## config.mk

```make
export PLATFORM = sky130hd
export DESIGN_NAME = fft_bitrev_reorder_ctrl
export DESIGN_NICKNAME = d
export VERILOG_FILES = /design/src/rtl/fft_reorder_pkg.sv /design/src/rtl/reorder_out_fifo.sv /design/src/rtl/fft_bitrev_reorder_ctrl.sv
export SDC_FILE = /design/constraint.sdc
export NUM_CORES = 1
export LEC_CHECK = 0
export BUFFER_PORTS_ARGS = -buffer_cell sky130_fd_sc_hd__buf_4
export CORE_ASPECT_RATIO = 0.75
export CORE_UTILIZATION = 50
export DETAILED_ROUTE_END_ITERATION = 10
export PLACE_DENSITY = 0.95
export SETUP_SLACK_MARGIN = 0.02
export SKIP_LAST_GASP = 1
export SLEW_MARGIN = 20
export SYNTH_ARGS = -nofsm -noshare
export SYNTH_HDL_FRONTEND = slang
export SYNTH_SLANG_ARGS = --single-unit
```

## constraint.sdc

```tcl
create_clock -name clk_i -period 9.1 [get_ports clk_i]
set_clock_uncertainty 0.15 [all_clocks]
set_input_delay 1.82 -clock clk_i [delete_from_list [all_inputs] [get_ports clk_i]]
set_output_delay 1.82 -clock clk_i [all_outputs]
set_load 0.005 [all_outputs]
```

## src/rtl/fft_reorder_pkg.sv

```systemverilog
// Shared types and helpers for the FFT bit-reversal reorder controller.
//   bank_state_e : life cycle of one ping-pong bank
//   MaxLogN      : widest frame index handled by bitrev()
//   bitrev()     : reverses the low w bits of v, upper bits return 0
package fft_reorder_pkg;

    localparam int MaxLogN = 12;

    typedef enum logic [1:0] {
        EMPTY    = 2'd0,
        FILLING  = 2'd1,
        FULL     = 2'd2,
        DRAINING = 2'd3
    } bank_state_e;

    function automatic logic [MaxLogN-1:0] bitrev(input logic [MaxLogN-1:0] v,
                                                  input int unsigned w);
        logic [MaxLogN-1:0] r;
        for (int i = 0; i < MaxLogN; i++) begin
            r[i] = v[MaxLogN-1-i];
        end
        // Full-width reversal lands the w useful bits at the top; move them down.
        return r >> (MaxLogN - w);
    endfunction

endpackage

```

## src/rtl/reorder_out_fifo.sv

```systemverilog
// Small synchronous output FIFO for the reorder controller.
// Head entry is always data_q[0], so rdata_o comes straight from a register.
// Ports:
//   clk_i, rst_ni : clock, async active-low reset
//   push_i/wdata_i: write one entry (never while full)
//   pop_i         : remove head entry (only while valid_o)
//   valid_o       : FIFO not empty
//   rdata_o       : head entry
//   count_o       : number of stored entries
module reorder_out_fifo #(
    parameter  int Depth = 2,
    parameter  int Width = 8,
    localparam int CntW  = $clog2(Depth + 1)
) (
    input  logic             clk_i,
    input  logic             rst_ni,
    input  logic             push_i,
    input  logic [Width-1:0] wdata_i,
    input  logic             pop_i,
    output logic             valid_o,
    output logic [Width-1:0] rdata_o,
    output logic [CntW-1:0]  count_o
);

    logic [Width-1:0] data_q [Depth];
    logic [Width-1:0] data_d [Depth];
    logic [CntW-1:0]  count_q, count_d;

    always_comb begin
        data_d  = data_q;
        count_d = count_q;
        if (pop_i) begin
            for (int i = 0; i < Depth - 1; i++) begin
                data_d[i] = data_q[i+1];
            end
            count_d = count_d - CntW'(1);
        end
        // Slot index uses the post-pop count so push and pop can coincide.
        if (push_i) begin
            for (int i = 0; i < Depth; i++) begin
                if (count_d == CntW'(i)) data_d[i] = wdata_i;
            end
            count_d = count_d + CntW'(1);
        end
    end

    always_ff @(posedge clk_i or negedge rst_ni) begin
        if (!rst_ni) begin
            for (int i = 0; i < Depth; i++) data_q[i] <= '0;
            count_q <= '0;
        end else begin
            data_q  <= data_d;
            count_q <= count_d;
        end
    end

    always @(posedge clk_i) begin
        if (rst_ni && push_i) assert (count_q < CntW'(Depth));
    end

    assign valid_o = (count_q != '0);
    assign rdata_o = data_q[0];
    assign count_o = count_q;

endmodule

```

## src/rtl/fft_bitrev_reorder_ctrl.sv

```systemverilog
// Converts the bit-reversed FFT output stream into natural order using an
// external dual-port sram as a two-bank ping-pong buffer (address MSB = bank).
// Port 0 writes incoming samples sequentially, port 1 reads in bit-reversed
// address order; a small FIFO absorbs the sram read latency.
// Ports:
//   clk_i, rst_ni                     : clock, async active-low reset
//   in_valid_i/in_ready_o/in_data_i   : bit-reversed input stream
//   out_valid_o/out_ready_i/out_data_o/out_last_o : natural-order output stream
//   mem_cs_o/mem_wen_o/mem_addr_o/mem_wdata_o/mem_rdata_i : sram ports [0]=wr [1]=rd
//
// Per-bank state:
//   state    | meaning
//   EMPTY    | no unread data, writer may start a frame here
//   FILLING  | writer has placed part of a frame
//   FULL     | complete frame stored, no read issued yet
//   DRAINING | reads in progress; freed when the last read is issued
module fft_bitrev_reorder_ctrl
    import fft_reorder_pkg::*;
#(
    parameter  int LogN       = 4,
    parameter  int DataWidth  = 32,
    parameter  int MemLatency = 1,
    localparam int FifoDepth  = MemLatency + 1,
    localparam int AddrWidth  = LogN + 1
) (
    input  logic                      clk_i,
    input  logic                      rst_ni,
    input  logic                      in_valid_i,
    output logic                      in_ready_o,
    input  logic [DataWidth-1:0]      in_data_i,
    output logic                      out_valid_o,
    input  logic                      out_ready_i,
    output logic [DataWidth-1:0]      out_data_o,
    output logic                      out_last_o,
    output logic [1:0]                mem_cs_o,
    output logic [1:0]                mem_wen_o,
    output logic [1:0][AddrWidth-1:0] mem_addr_o,
    output logic [1:0][DataWidth-1:0] mem_wdata_o,
    input  logic [1:0][DataWidth-1:0] mem_rdata_i
);

    localparam int CntW = $clog2(FifoDepth + 1);
    localparam int OccW = $clog2(FifoDepth + MemLatency + 1) + 1;

    bank_state_e           bank_q [2];
    bank_state_e           bank_d [2];
    logic                  wr_bank_q, wr_bank_d, rd_bank_q, rd_bank_d;
    logic [LogN-1:0]       wr_cnt_q, wr_cnt_d, rd_cnt_q, rd_cnt_d;
    logic [MemLatency-1:0] vld_q, vld_d, last_q, last_d;

    logic                  wr_accept, rd_issue, wr_last, rd_last;
    logic [MaxLogN-1:0]    rd_rev;
    logic [OccW-1:0]       inflight, occ;
    logic [CntW-1:0]       fifo_cnt;
    logic                  fifo_pop;
    logic [DataWidth:0]    fifo_rdata;
    logic                  unused_inputs;

    assign in_ready_o = (bank_q[wr_bank_q] == EMPTY) || (bank_q[wr_bank_q] == FILLING);
    assign wr_accept  = in_valid_i && in_ready_o;
    assign wr_last    = &wr_cnt_q;
    assign rd_last    = &rd_cnt_q;
    assign rd_rev     = bitrev(MaxLogN'(rd_cnt_q), LogN);
    assign fifo_pop   = out_valid_o && out_ready_i;

    always_comb begin
        inflight = '0;
        for (int i = 0; i < MemLatency; i++) begin
            inflight = inflight + OccW'(vld_q[i]);
        end
    end

    // Space check counts reads still in the sram pipeline and credits this
    // cycle's pop, which keeps the stream bubble-free at full rate.
    assign occ      = OccW'(fifo_cnt) + inflight - OccW'(fifo_pop);
    assign rd_issue = ((bank_q[rd_bank_q] == FULL) || (bank_q[rd_bank_q] == DRAINING))
                      && (occ < OccW'(FifoDepth));

    always_comb begin
        bank_d    = bank_q;
        wr_bank_d = wr_bank_q;
        rd_bank_d = rd_bank_q;
        wr_cnt_d  = wr_cnt_q;
        rd_cnt_d  = rd_cnt_q;
        // Writer and reader always own different banks, so both updates apply.
        if (wr_accept) begin
            bank_d[wr_bank_q] = wr_last ? FULL : FILLING;
            wr_cnt_d          = wr_cnt_q + LogN'(1);
            if (wr_last) wr_bank_d = ~wr_bank_q;
        end
        if (rd_issue) begin
            bank_d[rd_bank_q] = rd_last ? EMPTY : DRAINING;
            rd_cnt_d          = rd_cnt_q + LogN'(1);
            if (rd_last) rd_bank_d = ~rd_bank_q;
        end
        vld_d     = vld_q;
        last_d    = last_q;
        vld_d[0]  = rd_issue;
        last_d[0] = rd_issue && rd_last;
        for (int i = 1; i < MemLatency; i++) begin
            vld_d[i]  = vld_q[i-1];
            last_d[i] = last_q[i-1];
        end
    end

    always_ff @(posedge clk_i or negedge rst_ni) begin
        if (!rst_ni) begin
            for (int i = 0; i < 2; i++) bank_q[i] <= EMPTY;
            wr_bank_q <= 1'b0;
            rd_bank_q <= 1'b0;
            wr_cnt_q  <= '0;
            rd_cnt_q  <= '0;
            vld_q     <= '0;
            last_q    <= '0;
        end else begin
            bank_q    <= bank_d;
            wr_bank_q <= wr_bank_d;
            rd_bank_q <= rd_bank_d;
            wr_cnt_q  <= wr_cnt_d;
            rd_cnt_q  <= rd_cnt_d;
            vld_q     <= vld_d;
            last_q    <= last_d;
        end
    end

    reorder_out_fifo #(
        .Depth (FifoDepth),
        .Width (DataWidth + 1)
    ) u_fifo (
        .clk_i   (clk_i),
        .rst_ni  (rst_ni),
        .push_i  (vld_q[MemLatency-1]),
        .wdata_i ({last_q[MemLatency-1], mem_rdata_i[1]}),
        .pop_i   (fifo_pop),
        .valid_o (out_valid_o),
        .rdata_o (fifo_rdata),
        .count_o (fifo_cnt)
    );

    assign out_last_o     = fifo_rdata[DataWidth];
    assign out_data_o     = fifo_rdata[DataWidth-1:0];

    assign mem_cs_o       = {rd_issue, wr_accept};
    assign mem_wen_o      = 2'b01;
    assign mem_addr_o[0]  = {wr_bank_q, wr_cnt_q};
    assign mem_addr_o[1]  = {rd_bank_q, rd_rev[LogN-1:0]};
    assign mem_wdata_o[0] = in_data_i;
    assign mem_wdata_o[1] = '0;

    assign unused_inputs  = ^{mem_rdata_i[0], rd_rev};

endmodule

```

==> flow_results.org, run 1 <==
** Routing
- Number of routed nets with antenna violations :: 0
- First-pass DRT Iterations :: 4
- The detailed router placed 2473 vias in this run.
- Average routed wire per standard cell :: 14.2 um
- Drt via density :: 4.92
- Detailed Route WL :: 7130 um
- In the routed design, unresolved DRC markers number 0.
- Violation count after the first detailed-routing iteration :: 79

** Clock tree
- Counting the buffers created by CTS gives 9.
- Number of gates resized after cts :: 0
- The clock reaches the later pin of the worst-skew pair after 0.32 ns.
- CTS placed an instance of sky130_fd_sc_hd__clkbuf_16 at the clock tree root.
- TritonCTS built the clock tree.
- Post-CTS timing repair inserted 0 buffers for setup.
- Cts hold-fix bufs :: 0
- The clock passes through at most 2 buffers.
- CTS built an H-tree with a depth of 3.
- Clock tree synthesis found a total of 82 sinks.
- Post-CTS clock slew at the launch and capture registers of the worst setup and hold paths :: 0.06 ns

** Critical path
- Top delay family on crit path :: adder cells
- Of all nets on the critical path, the largest fanout is 4.
- Data on the critical path is required at its endpoint by 7.13 ns.
- Buf+Inv Stages, Crit Path :: 5
- At the worst endpoint, the arrival time is 3.70 ns.
- STA classifies the critical path endpoint as a primary output.
- Slowest cell on the critical path :: sky130_fd_sc_hd__fa_1
- Element type at the critical path start :: primary input
- The signal on the critical path passes through buf_4 -> nand2b_2 -> inv_1 -> ha_1 -> inv_1 -> ha_1 -> inv_1 -> fa_1 -> xor2_1 -> nor3b_2 -> buf_4.
- Maximum cell stage delay along the critical path :: 0.37 ns
- The critical path is of the in -> out type.
- Most common cell on crit path :: sky130_fd_sc_hd__inv_1

** Synth
- The synthesized design contains 0 enable-type register cells.
- Area share of the largest cell type after synthesis :: 47.7%
- Avg Cell Area, Syn :: 11.2 um2
- For this run, asynchronously set or reset flops after synthesis account for 100%.
- Synthesis inferred 82 register bits.
- Most instantiated library cell after synthesis :: sky130_fd_sc_hd__buf_4
- Number of standard cells after synthesis :: 384
- Netlist cell types :: 27
- Top post-synthesis cells by count :: sky130_fd_sc_hd__buf_4 (105), sky130_fd_sc_hd__dfrtp_1 (82), sky130_fd_sc_hd__nand2_1 (37), sky130_fd_sc_hd__mux2_2 (35), sky130_fd_sc_hd__mux2i_1 (35)
- Ranked by total cell area, the synthesized netlist is headed by sky130_fd_sc_hd__dfrtp_1 (48%), sky130_fd_sc_hd__buf_4 (18%), sky130_fd_sc_hd__mux2_2 (9.2%).
- Sequential area share after synthesis :: 47.7%
- For this run, the leading register cell type out of synthesis is sky130_fd_sc_hd__dfrtp_1.
- For this run, the number of Yosys warnings is 0.
- The mapped netlist covers 4300 um2.
- Cell type with the largest total area after synthesis :: sky130_fd_sc_hd__dfrtp_1

** Cells and area
- In the final layout, the share of cells above drive strength 1 is 34.7%.
- Synthesis-to-layout area growth :: 7.82%
- Cell area after layout :: 4640 um2
- Number of inserted diodes :: 0
- Final-stage net count :: 503

** STA
- Normalized max-slew margin :: 49.5%
- RSZ-0062 raised after global routing :: false
- Setup total negative slack on the finished layout was measured at 0 ns.
- The final number of hold-violating endpoints is 0.
- The total count of max-transition violations in the final report was 0.
- Counting I/O delays and the setup requirement, the final critical path takes 5.67 ns.
- Across all hold checks on the routed design, the worst slack comes to 0.323 ns.
- Measured slew at the worst slew-check pin :: 0.757 ns
- Ratio of final minimum period to clock period :: 62.3%
- Peak Freq :: 176 MHz
- Total setup violations reported at the end of the flow :: 0

** Power
- Max VDD drop :: 0.000140 V
- Total power of the final layout :: 1.51 mW
- For this design the ratio of total power to cell area is 325 nW/um2.
- For this design the static power due to leakage is 2.43 nW.

** Floorplanning
- Starting Density :: 53.0%
- Pin placement for this block handled 213 I/O pins.
- From bottom edge to top edge, the die measures 82.4 um.
- Std-Cell Rows :: 28
- CORE AREA :: 8130 um2
- The die covers 8990 um2.
- Die X :: 109 um

** GRT
- Overflow after GRT :: 0
- The number of global-route vias before repair came to 2492.
- Global-route usage over all layers :: 16.5%
- First-pass GRT wire length :: 11400 um
- Largest net degree at the start of global routing :: 83
- The initial antenna violation count was 0.

** Place
- DP Area :: 4350 um2
- The congestion estimate from routability-driven global placement came to 0.674.
- Detailed Place HPWL :: 4980 um
- Buffers added on ports :: 82

** Job
- Number of max-cap violations :: 0

** Worst hold path
- Min-Delay Path Class :: reg -> reg

** Run status
- Outcome :: finished, final reports clean
[worst register-to-register path, stage by stage (launching register included)]
cell and delay, ns:
sky130_fd_sc_hd__dfrtp_1 0.41, sky130_fd_sc_hd__inv_1 0.08, sky130_fd_sc_hd__ha_1 0.15, sky130_fd_sc_hd__nand2b_2 0.12, sky130_fd_sc_hd__buf_4 0.50, sky130_fd_sc_hd__mux2_2 0.44, sky130_fd_sc_hd__ha_1 0.19, sky130_fd_sc_hd__nand2_1 0.49
sky130_fd_sc_hd__buf_4 0.41, sky130_fd_sc_hd__mux2_2 0.38
[path summary, 6_finish.rpt]
check,to,depth (start not counted),slack [ns],from
min,u_fifo.rdata_o[32],2,0.32,last_q
min in group asynchronous,u_fifo.rdata_o[7],1,1.35,rst_ni
min reg2reg,u_fifo.rdata_o[32],2,0.32,last_q
max,mem_cs_o[1],11,3.43,out_ready_i
max reg2reg,u_fifo.data_q[6],9,5.66,u_fifo.count_o[1]
max in group asynchronous,u_fifo.count_o[0],1,6.88,rst_ni
[registers in the layout, indices dropped and copies added (netlist names)]
| register | flops |
|---|---|
| rd_cnt_q | 4 |
| vld_q | 1 |
| last_q | 1 |
| u_fifo.count_o | 2 |
| bank_q | 2 |
| wr_cnt_q | 4 |
| u_fifo.rdata_o | 33 |
| u_fifo.data_q | 33 |
| wr_bank_q | 1 |
| rd_bank_q | 1 |
[routing by layer]
metal	share of wire (%)	track usage, %	vias to the layer above
li1	-	-	1153
met4	0.80	5.27	0
met3	6.2	5.49	10
met1	42	18.5	1229
met5	0	0	-
met2	51	29.7	81
[power by group]
group | leakage [nW] | internal [mW] | switching, mW | total, mW
Combinational | 1.21 | 0.301 | 0.221 | 0.522
Clock | 0.129 | 0.209 | 0.134 | 0.342
Sequential | 1.09 | 0.537 | 0.106 | 0.642
Total | 2.43 | 1.05 | 0.460 | 1.51
[cell usage in the layout (no fill, tap or decap)]
cell	instances
sky130_fd_sc_hd__clkinv_2	1
sky130_fd_sc_hd__mux2i_2	1
sky130_fd_sc_hd__o31ai_1	1
sky130_fd_sc_hd__a2bb2oi_1	2
sky130_fd_sc_hd__xor2_1	4
sky130_fd_sc_hd__inv_1	9
sky130_fd_sc_hd__mux2i_1	35
sky130_fd_sc_hd__mux2_2	35
sky130_fd_sc_hd__nor2_1	2
sky130_fd_sc_hd__conb_1	34
sky130_fd_sc_hd__buf_4	83
sky130_fd_sc_hd__fa_1	1
sky130_fd_sc_hd__nor3_1	2
sky130_fd_sc_hd__buf_6	1
sky130_fd_sc_hd__and2_4	1
sky130_fd_sc_hd__clkinvlp_4	3
sky130_fd_sc_hd__clkbuf_16	9
sky130_fd_sc_hd__xnor2_1	4
sky130_fd_sc_hd__and3_1	1
sky130_fd_sc_hd__nor3b_2	1
sky130_fd_sc_hd__nand2_1	37
sky130_fd_sc_hd__o21ai_0	34
sky130_fd_sc_hd__ha_1	7
sky130_fd_sc_hd__mux2_1	1
sky130_fd_sc_hd__nand2b_2	1
sky130_fd_sc_hd__nand4_1	2
sky130_fd_sc_hd__nor4_4	1
sky130_fd_sc_hd__nand3_1	2
sky130_fd_sc_hd__bufinv_16	1
sky130_fd_sc_hd__dfrtp_1	82
[layout make-up]
cell class	count	area [um2]
tap	105	131
multi-input combinational	209	1510
inverter	9	33.8
timing repair buffer	84	634
sequential	82	2050
clock inverter	5	57.6
fill	683	3490
clock buffer	9	225
[per-stage QoR]
step / utilization [%] / std cells / worst slack (ns)
after global placement: 53.6 / 489 / 3.42
after floorplan: - / 416 / 3.26
final: 57.1 / 503 / 3.43
after detailed placement: 53.6 / 489 / 3.41
after CTS: 57.0 / 503 / 3.40
after global routing: 57.1 / 503 / 3.26
[cells by family (layout without fill, tap and decap cells)]
kind of cell / count (synthesis) / count (layout) / synth area share [%]
buffers and inverters: 125 / 107 / 20.2
flip-flops: 82 / 82 / 47.7
multiplexers: 72 / 72 / 17.9
AND/OR/NAND/NOR: 50 / 50 / 5.38
AO/OA/AOI/OAI: 37 / 37 / 4.53
adder cells (fa/ha/maj): 8 / 8 / 2.50
XOR/XNOR: 8 / 8 / 1.63
other: 2 / 34 / 0.174
Power figures use the tool's default switching activity.
==> inputs of run 2 (changes only) <==
Settings changed: CORE_UTILIZATION 50 to 42, PLACE_DENSITY 0.95 to 0.87.
Clock period 9.1 ns to 4.65 ns, I/O delays scaled along.
==> run 2 against run 1 <==
  * Critical path depth rose by 1
  * Setup slack got worse by 2.7 ns
  * Hold slack improved by 0.021 ns
  * Design area rose by 0.70%
  * Register-to-register slack got worse by 4.3 ns
  * Clock-buffer cell count rose by 2
  * Via count fell by 0.89%
  * Flip-flop and latch count did not move
  * Final cell count rose by 5.6%
  * Sequential share of layout area fell by 0.31 points
  * Wire length rose by 1.9%
==> flow_results.org, run 2 (synthesized netlist as in run 1, its figures left out) <==
** Run status
- Outcome :: finished, final reports clean

** Clock tree
- Post-CTS clock slew at the launch and capture registers of the worst setup and hold paths :: 0.05 ns (about the same)
- Total clock buffers created by CTS :: 9 (unchanged)
- CTS Buffer Depth :: 2 (unchanged)
- Number of gates resized after cts :: 0 (unchanged)
- The number of clock sinks came to 82 (unchanged).
- TritonCTS built the clock tree.
- Source-to-sink clock delay at the later pin of the worst-skew pair :: 0.33 ns (about the same)
- Root buffer cell :: sky130_fd_sc_hd__clkbuf_16
- The number of H-tree branching levels came to 3 (unchanged).
- The hold buffer count at cts came to 0 (unchanged).
- Setup bufs post-CTS :: 0 (unchanged)

** Power
- Max VDD drop :: 0.000299 V (+110%)
- Leakage power summed over all cells :: 2.43 nW (about the same)
- Power per Cell Area :: 627 nW/um2 (+93%)
- Net switching power :: 0.905 mW (+97%)
- Total internal power :: 2.03 mW (+94%)
- Proportion of power drawn by the clock network :: 22.2% (-0.5 points)
- The switching power share of the total is 30.9% (+0.34 points).
- The combinational share of power came to 34.7% (about the same).
- Sequential group share of total power :: 43.1% (+0.4 points)

** GRT
- The total global routing overflow was 0 (unchanged).
- The global-route usage over all layers came to 14.6% (-1.8 points).
- The number of global-route vias before repair is 2529 (+1.5%).
- The global-route wire length before repair came to 12100 um (+6.6%).
- Number of antenna violations at the first check in global routing :: 0 (unchanged)
- Largest net degree at the start of global routing :: 83 (unchanged)

** Cells and area
- Number of inserted diodes :: 0 (unchanged)
- The count of nets after finishing came to 503 (unchanged).
- Leaving out fill and tap cells, the most frequent cells in the layout are sky130_fd_sc_hd__buf_4 (83), sky130_fd_sc_hd__dfrtp_1 (82), sky130_fd_sc_hd__nand2_1 (36), sky130_fd_sc_hd__mux2i_1 (35), sky130_fd_sc_hd__mux2_2 (35).
- The area growth from synthesis to layout is 8.58%.
- The library cell used most frequently in the layout, excluding fill and tap cells, is sky130_fd_sc_hd__buf_4.
- The final cell utilization of the core was 47.6% (-9.5 points).
- The fraction of layout instances using a drive strength above 1 is 35.1% (+0.41 points).

** STA
- Total setup violations reported at the end of the flow :: 0 (unchanged)
- Measured slew at the worst slew-check pin :: 0.884 ns (+0.127 ns)
- Normalized max-slew margin :: 40.9% (-8.6 points)
- Peak Freq :: 252 MHz
- The sum of negative setup slack is 0 ns (unchanged).
- Max-slew violation total from the final report :: 0 (unchanged)
- RSZ-0062 raised after global routing :: false
- Fin crit period :: 3.97 ns
- Fin. Hold Viols :: 0 (unchanged)
- After layout, the worst path uses 85.3% of the clock period.

** Place
- The quantity of I/O buffers inserted on ports is 82 (unchanged).
- Detailed Place HPWL :: 5010 um (+0.50%)
- Placer's final routability congestion estimate :: 0.699 (+3.6%)

** Critical path
- The most numerous cell type found on the critical path is sky130_fd_sc_hd__inv_1.
- Buf+Inv Stages, Crit Path :: 5 (unchanged)
- The critical path goes through inv_1 -> ha_1 -> nand2b_2 -> inv_1 -> ha_1 -> inv_1 -> ha_1 -> inv_1 -> fa_1 -> xor2_1 -> nor3b_2 -> buf_4.
- The peak per-stage delay on the critical path came to 0.45 ns (+0.08 ns).
- WP depth :: 12 (+1)
- The required time of the worst setup path is 3.57 ns (-3.56 ns).
- The arrival time at the worst endpoint came to 2.89 ns (-0.81 ns).
- The critical path in this run is classified as reg -> out.
- Slowest cell on the critical path :: sky130_fd_sc_hd__xor2_1
- Depth of the worst register-to-register path :: 8 (-1)
- The worst-path maximum fanout is 4 (unchanged).
- STA classifies the critical path startpoint as a register.
- Top delay family on crit path :: adder cells
- The worst setup path is captured at a primary output.

** Floorplanning
- Full die area :: 10700 um2 (+19%)
- CORE AREA :: 9810 um2 (+21%)
- The initial core utilization is 43.9% (-9.1 points).
- Number of I/O pins :: 213 (unchanged)
- The die outline width is 119 um (+8.9%).
- Vertical die dimension :: 89.7 um (+8.9%)
- Std-Cell Rows :: 31 (+11%)

** Routing
- DR vias :: 2451 (-0.89%)
- Number of routed nets with antenna violations :: 0 (unchanged)
- The wire length reported by the detailed router is 7270 um (+1.9%).
- The count of unresolved DRC violations after routing is 0 (unchanged).
- The number of vias per cell after detailed routing came to 4.62 (-6.1%).
- First-pass DRT Iterations :: 4 (unchanged)
- The violation count after the first detailed-route iteration was 95 (+20%).
- Average routed wire per standard cell :: 13.7 um (-3.4%)

** Job
- The max-capacitance violation count came to 0 (unchanged).

** Worst hold path
- Cell count of the worst hold path :: 2 (unchanged)
- The tightest min-delay check is of the reg -> reg type.
run 2: changes by cell type in the layout (fill, tap and decap cells not counted), sizes merged:
| cell | delta |
|---|---|
| clkbuf | +2 |
| bufinv | -1 |
run 2: tightest hold or removal path, cell delays in order (launching register included):
cell and delay [ns]:
sky130_fd_sc_hd__dfrtp_1 0.34, sky130_fd_sc_hd__nand2_1 0.05, sky130_fd_sc_hd__o21ai_0 0.07
run 2: final timing paths:
path | from | end | slack, ns
max in group asynchronous | rst_ni | u_fifo.count_o[1] | 3.33
setup / recovery | u_fifo.count_o[1] | mem_cs_o[1] | 0.68
hold reg to reg | last_q | u_fifo.rdata_o[32] | 0.34
setup reg to reg | u_fifo.count_o[1] | u_fifo.data_q[5] | 1.35
min in group asynchronous | rst_ni | u_fifo.rdata_o[8] | 0.48
hold / removal | last_q | u_fifo.rdata_o[32] | 0.34
run 2: area by class of cell:
cell class                      count  area [um2]
Tap cell                          132         165
Clock inverter                      4        27.5
Inverter                            9        33.8
Timing Repair Buffer               84         634
Fill cell                         914        5140
Multi-Input combinational cell    209        1510
Sequential cell                    82        2050
Clock buffer                       11         253
run 2: routing by layer:
layer  global-route usage [%]  wire (um)
met4                     4.95         93
met5                        0          0
met3                     5.05        409
met2                     24.7       3530
met1                     17.8       3240
run 2: power groups by stage:
stage	Sequential (mW)	Combinational (mW)	Clock (mW)
4_1_cts	1.27	1.04	0.675
3_5_place_dp	1.28	1.04	0
2_1_floorplan	1.21	0.847	0
6_report	1.26	1.02	0.650
5_1_grt	1.31	1.15	0.705
3_3_place_gp	1.24	0.983	0
run 2: per-stage QoR:
stage / cells / instance area, um2 / total power, mW / setup WS [ns] / hold slack (ns)
6_report: 531 / 4670 / 2.93 / 0.682 / 0.344
5_1_grt: 531 / 4670 / 3.16 / 0.475 / 0.375
4_1_cts: 531 / 4670 / 2.98 / 0.633 / 0.346
3_5_place_dp: 516 / 4390 / 2.31 / 0.709 / 0.333
3_3_place_gp: 516 / 4390 / 2.23 / 0.773 / 0.308
2_1_floorplan: 416 / 4420 / 2.06 / 0.592 / 0.296
==> inputs of run 3 (changes only) <==
Settings changed: CORE_MARGIN set to 3.
==> run 3 against run 2 <==
  * Fmax is essentially flat
  * Clock power grew 15%
  * Final cell count grew 0.38%
  * Via count grew 0.37%
  * Highest routed layer unchanged
  * Sequential power is essentially flat
  * Largest cell class unchanged
  * Non-clock buffer count grew 1
  * Die area grew 8.0%
  * Sequential share of layout area shrank 0.44 points
  * Design area grew 1.0%
==> flow_results.org, run 3 (synthesized netlist as in run 1, its figures left out) <==
** Run status
- Outcome :: finished, final reports clean

** Worst hold path
- Hold Crit Start :: last_q
- The min-delay analysis places its worst path in the category reg -> reg.
- The worst hold path stage count was 2 (unchanged).
- The worst hold path terminates at u_fifo.rdata_o[32].

** Clock tree
- The clock latency of the later-clocked register in the worst-skew pair was 0.33 ns (about the same).
- TritonCTS built the clock tree.
- Number of gates resized after cts :: 0 (unchanged)
- The buffers inserted during post-CTS setup optimization was 0 (unchanged).
- The TritonCTS buffer count was 9 (unchanged).
- The root buffer cell chosen for the clock tree is sky130_fd_sc_hd__clkbuf_16.
- The number of buffers on the longest clock path came to 2 (unchanged).
- The hold buffer count at cts is 0 (unchanged).
- Post-CTS clock slew at the launch and capture registers of the worst setup and hold paths :: 0.06 ns (about the same)
- Total number of clock tree sinks :: 82 (unchanged)
- The number of H-tree branching levels came to 3 (unchanged).

** Power
- The total power density per cell area is 643 nW/um2 (+2.5%).
- Proportion of power drawn by the clock network :: 24.7% (+2.5 points)
- Fraction of power spent switching nets :: 30.0% (-0.82 points)
- The leakage power is 2.46 nW (+1.3%).
- The switching component of the power came to 0.912 mW (+0.82%).
- Sequential group share of total power :: 41.6% (-1.5 points)
- The internal power is 2.12 mW (+4.8%).
- Combinational power share :: 33.7% (-1.0 points)
- The maximum ir drop on the vdd rail came to 0.000310 V (+3.7%).

** Critical path
- Reg-to-reg endpoint :: u_fifo.data_q[24]
- Critical path arrival :: 2.89 ns (about the same)
- Crit path required time :: 3.57 ns (about the same)
- Worst flop-to-flop path startpoint :: u_fifo.count_o[1]
- Grouping stages by cell kind, the critical path spends the most delay in adder cells.
- The peak per-stage delay on the critical path is 0.41 ns (-0.04 ns).
- The critical path is of the reg -> out type.
- STA classifies the critical path endpoint as a primary output.
- For this design, the slowest cell found on the critical path is sky130_fd_sc_hd__dfrtp_1.
- Buf+Inv Stages, Crit Path :: 5 (unchanged)
- The minimum setup slack among reg-to-reg paths is 1.41 ns (+0.06 ns).
- Element type at the critical path start :: register
- The logic depth of the worst register-to-register path was 8 (unchanged).
- The worst-path maximum fanout is 4 (unchanged).
- Most common cell on crit path :: sky130_fd_sc_hd__inv_1
- Cell-by-cell trace of the critical path :: inv_1 -> ha_1 -> nand2b_2 -> inv_1 -> ha_1 -> inv_1 -> ha_1 -> inv_1 -> fa_1 -> xor2_1 -> nor3b_2 -> buf_4

** Floorplanning
- The die outline width is 123 um (+3.4%).
- The initial core utilization is 43.9% (unchanged).
- Number of I/O pins :: 213 (unchanged)
- The full die area was 11500 um2 (+8.0%).
- CORE AREA :: 9810 um2 (unchanged)
- The site row count came to 31 (unchanged).
- The vertical die dimension was 93.7 um (+4.5%).

** Cells and area
- Most frequent standard cell in the layout excluding fill and tap cells :: sky130_fd_sc_hd__buf_4
- The area growth from synthesis to layout is 9.68%.
- Leading cell types in the layout, fill and taps excluded :: sky130_fd_sc_hd__buf_4 (84), sky130_fd_sc_hd__dfrtp_1 (82), sky130_fd_sc_hd__nand2_1 (36), sky130_fd_sc_hd__mux2i_1 (35), sky130_fd_sc_hd__mux2_2 (35)
- The count of nets after finishing was 504 (+0.20%).
- Util after Layout :: 48.1% (+0.48 points)
- The fraction of layout instances using a drive strength above 1 came to 35.2% (+0.074 points).
- The antenna diode count came to 0 (unchanged).

** Routing
- First-pass DRT Iterations :: 6 (+2)
- Drt via density :: 4.62 (about the same)
- DR vias :: 2460 (+0.37%)
- The detail-routed net length per standard cell came to 14.1 um (+2.9%).
- Detailed-route DRC error count :: 0 (unchanged)
- Violation count after the first detailed-routing iteration :: 92 (-3.2%)
- Number of routed nets with antenna violations :: 0 (unchanged)
- Detailed Route WL :: 7510 um (+3.3%)

** GRT
- The total global routing overflow was 0 (unchanged).
- Vias in the first global route :: 2520 (-0.36%)
- The global-route usage over all layers was 13.6% (-1.0 points).
- The maximum number of pins on one net before global-route repair came to 83 (unchanged).
- Number of antenna violations at the first check in global routing :: 0 (unchanged)
- First-pass GRT wire length :: 12200 um (+0.45%)

** Job
- Number of max-cap violations :: 0 (unchanged)

** Place
- The post-DP HPWL was 5270 um (+5.2%).
- The quantity of I/O buffers inserted on ports is 82 (unchanged).
- The global placement routability congestion was 0.715 (+2.3%).

** STA
- Setup repair after global routing left no endpoint under its margin.
- Total setup violations reported at the end of the flow :: 0 (unchanged)
- Ratio of final minimum period to clock period :: 85.3% (about the same)
- Max-slew violation total from the final report :: 0 (unchanged)
- Peak Freq :: 252 MHz (about the same)
- Fin crit period :: 3.97 ns (-0.000602 ns)
- Normalized max-slew margin :: 42.0% (+1.1 points)
- Sum of negative setup slack :: 0 ns (unchanged)
- Fin. Hold Viols :: 0 (unchanged)
- The slew at the pin closest to its max-slew limit came to 0.868 ns (-0.0161 ns).
run 3: cell types whose count changed in the layout (fill, tap and decap cells not counted):
cell                         before  now
sky130_fd_sc_hd__clkbuf_1         0    1
sky130_fd_sc_hd__buf_4           83   84
sky130_fd_sc_hd__clkinv_2         1    2
sky130_fd_sc_hd__bufinv_16        0    2
sky130_fd_sc_hd__clkbuf_8         2    1
sky130_fd_sc_hd__clkinvlp_4       3    1
run 3: routing by layer:
metal  vias up  share of wire (%)  track usage, %
met1      1200                 43            16.1
met3        14                7.0            5.36
met2        85                 49            22.5
met5         -                  0               0
met4         0                1.2            4.94
li1       1161                  -               -
run 3: power by group through the flow:
stage / sequential (mW) / clock [mW] / combinational [mW]
after detailed placement: 1.28 / 0 / 1.04
final: 1.26 / 0.750 / 1.02
after global placement: 1.25 / 0 / 0.990
after floorplan: 1.21 / 0 / 0.847
after CTS: 1.26 / 0.776 / 1.04
after global routing: 1.31 / 0.813 / 1.15
run 3: worst min-delay path: cells and delay by family, from the launching register on:
| family | cells | cell delay [ns] |
|---|---|---|
| DFF | 1 | 0.34 |
| and+or+nand+nor | 1 | 0.04 |
| AOI/OAI and AO/OA | 1 | 0.06 |
run 3: how the worst max path moves through the flow:
stage / from / end / slack, ns / cells after the start
after floorplan: out_ready_i / mem_cs_o[1] / 0.59 / 12
after global placement: out_ready_i / mem_cs_o[1] / 0.77 / 11
after detailed placement: out_ready_i / mem_cs_o[1] / 0.69 / 11
after CTS: u_fifo.count_o[1] / mem_cs_o[1] / 0.63 / 12
after global routing: u_fifo.count_o[1] / mem_cs_o[1] / 0.48 / 12
final: u_fifo.count_o[1] / mem_cs_o[1] / 0.68 / 12
run 3: metrics by stage:
step	instance area [um2]	power [mW]	std cells	setup slack (ns)	hold slack [ns]
after floorplan	4420	2.06	416	0.592	0.296
after global placement	4400	2.24	517	0.765	0.307
after detailed placement	4400	2.32	517	0.695	0.324
after CTS	4720	3.08	533	0.631	0.338
after global routing	4720	3.27	533	0.481	0.374
final	4720	3.04	533	0.683	0.337
run 3: cell type report:
type,count,area [um2]
fillers,902,5090
multi-input cells,209,1510
clock buffers,11,243
repair buffers,85,642
inverters,9,33.8
flip-flops and latches,82,2050
clock inverters,5,77.6
well taps,132,165
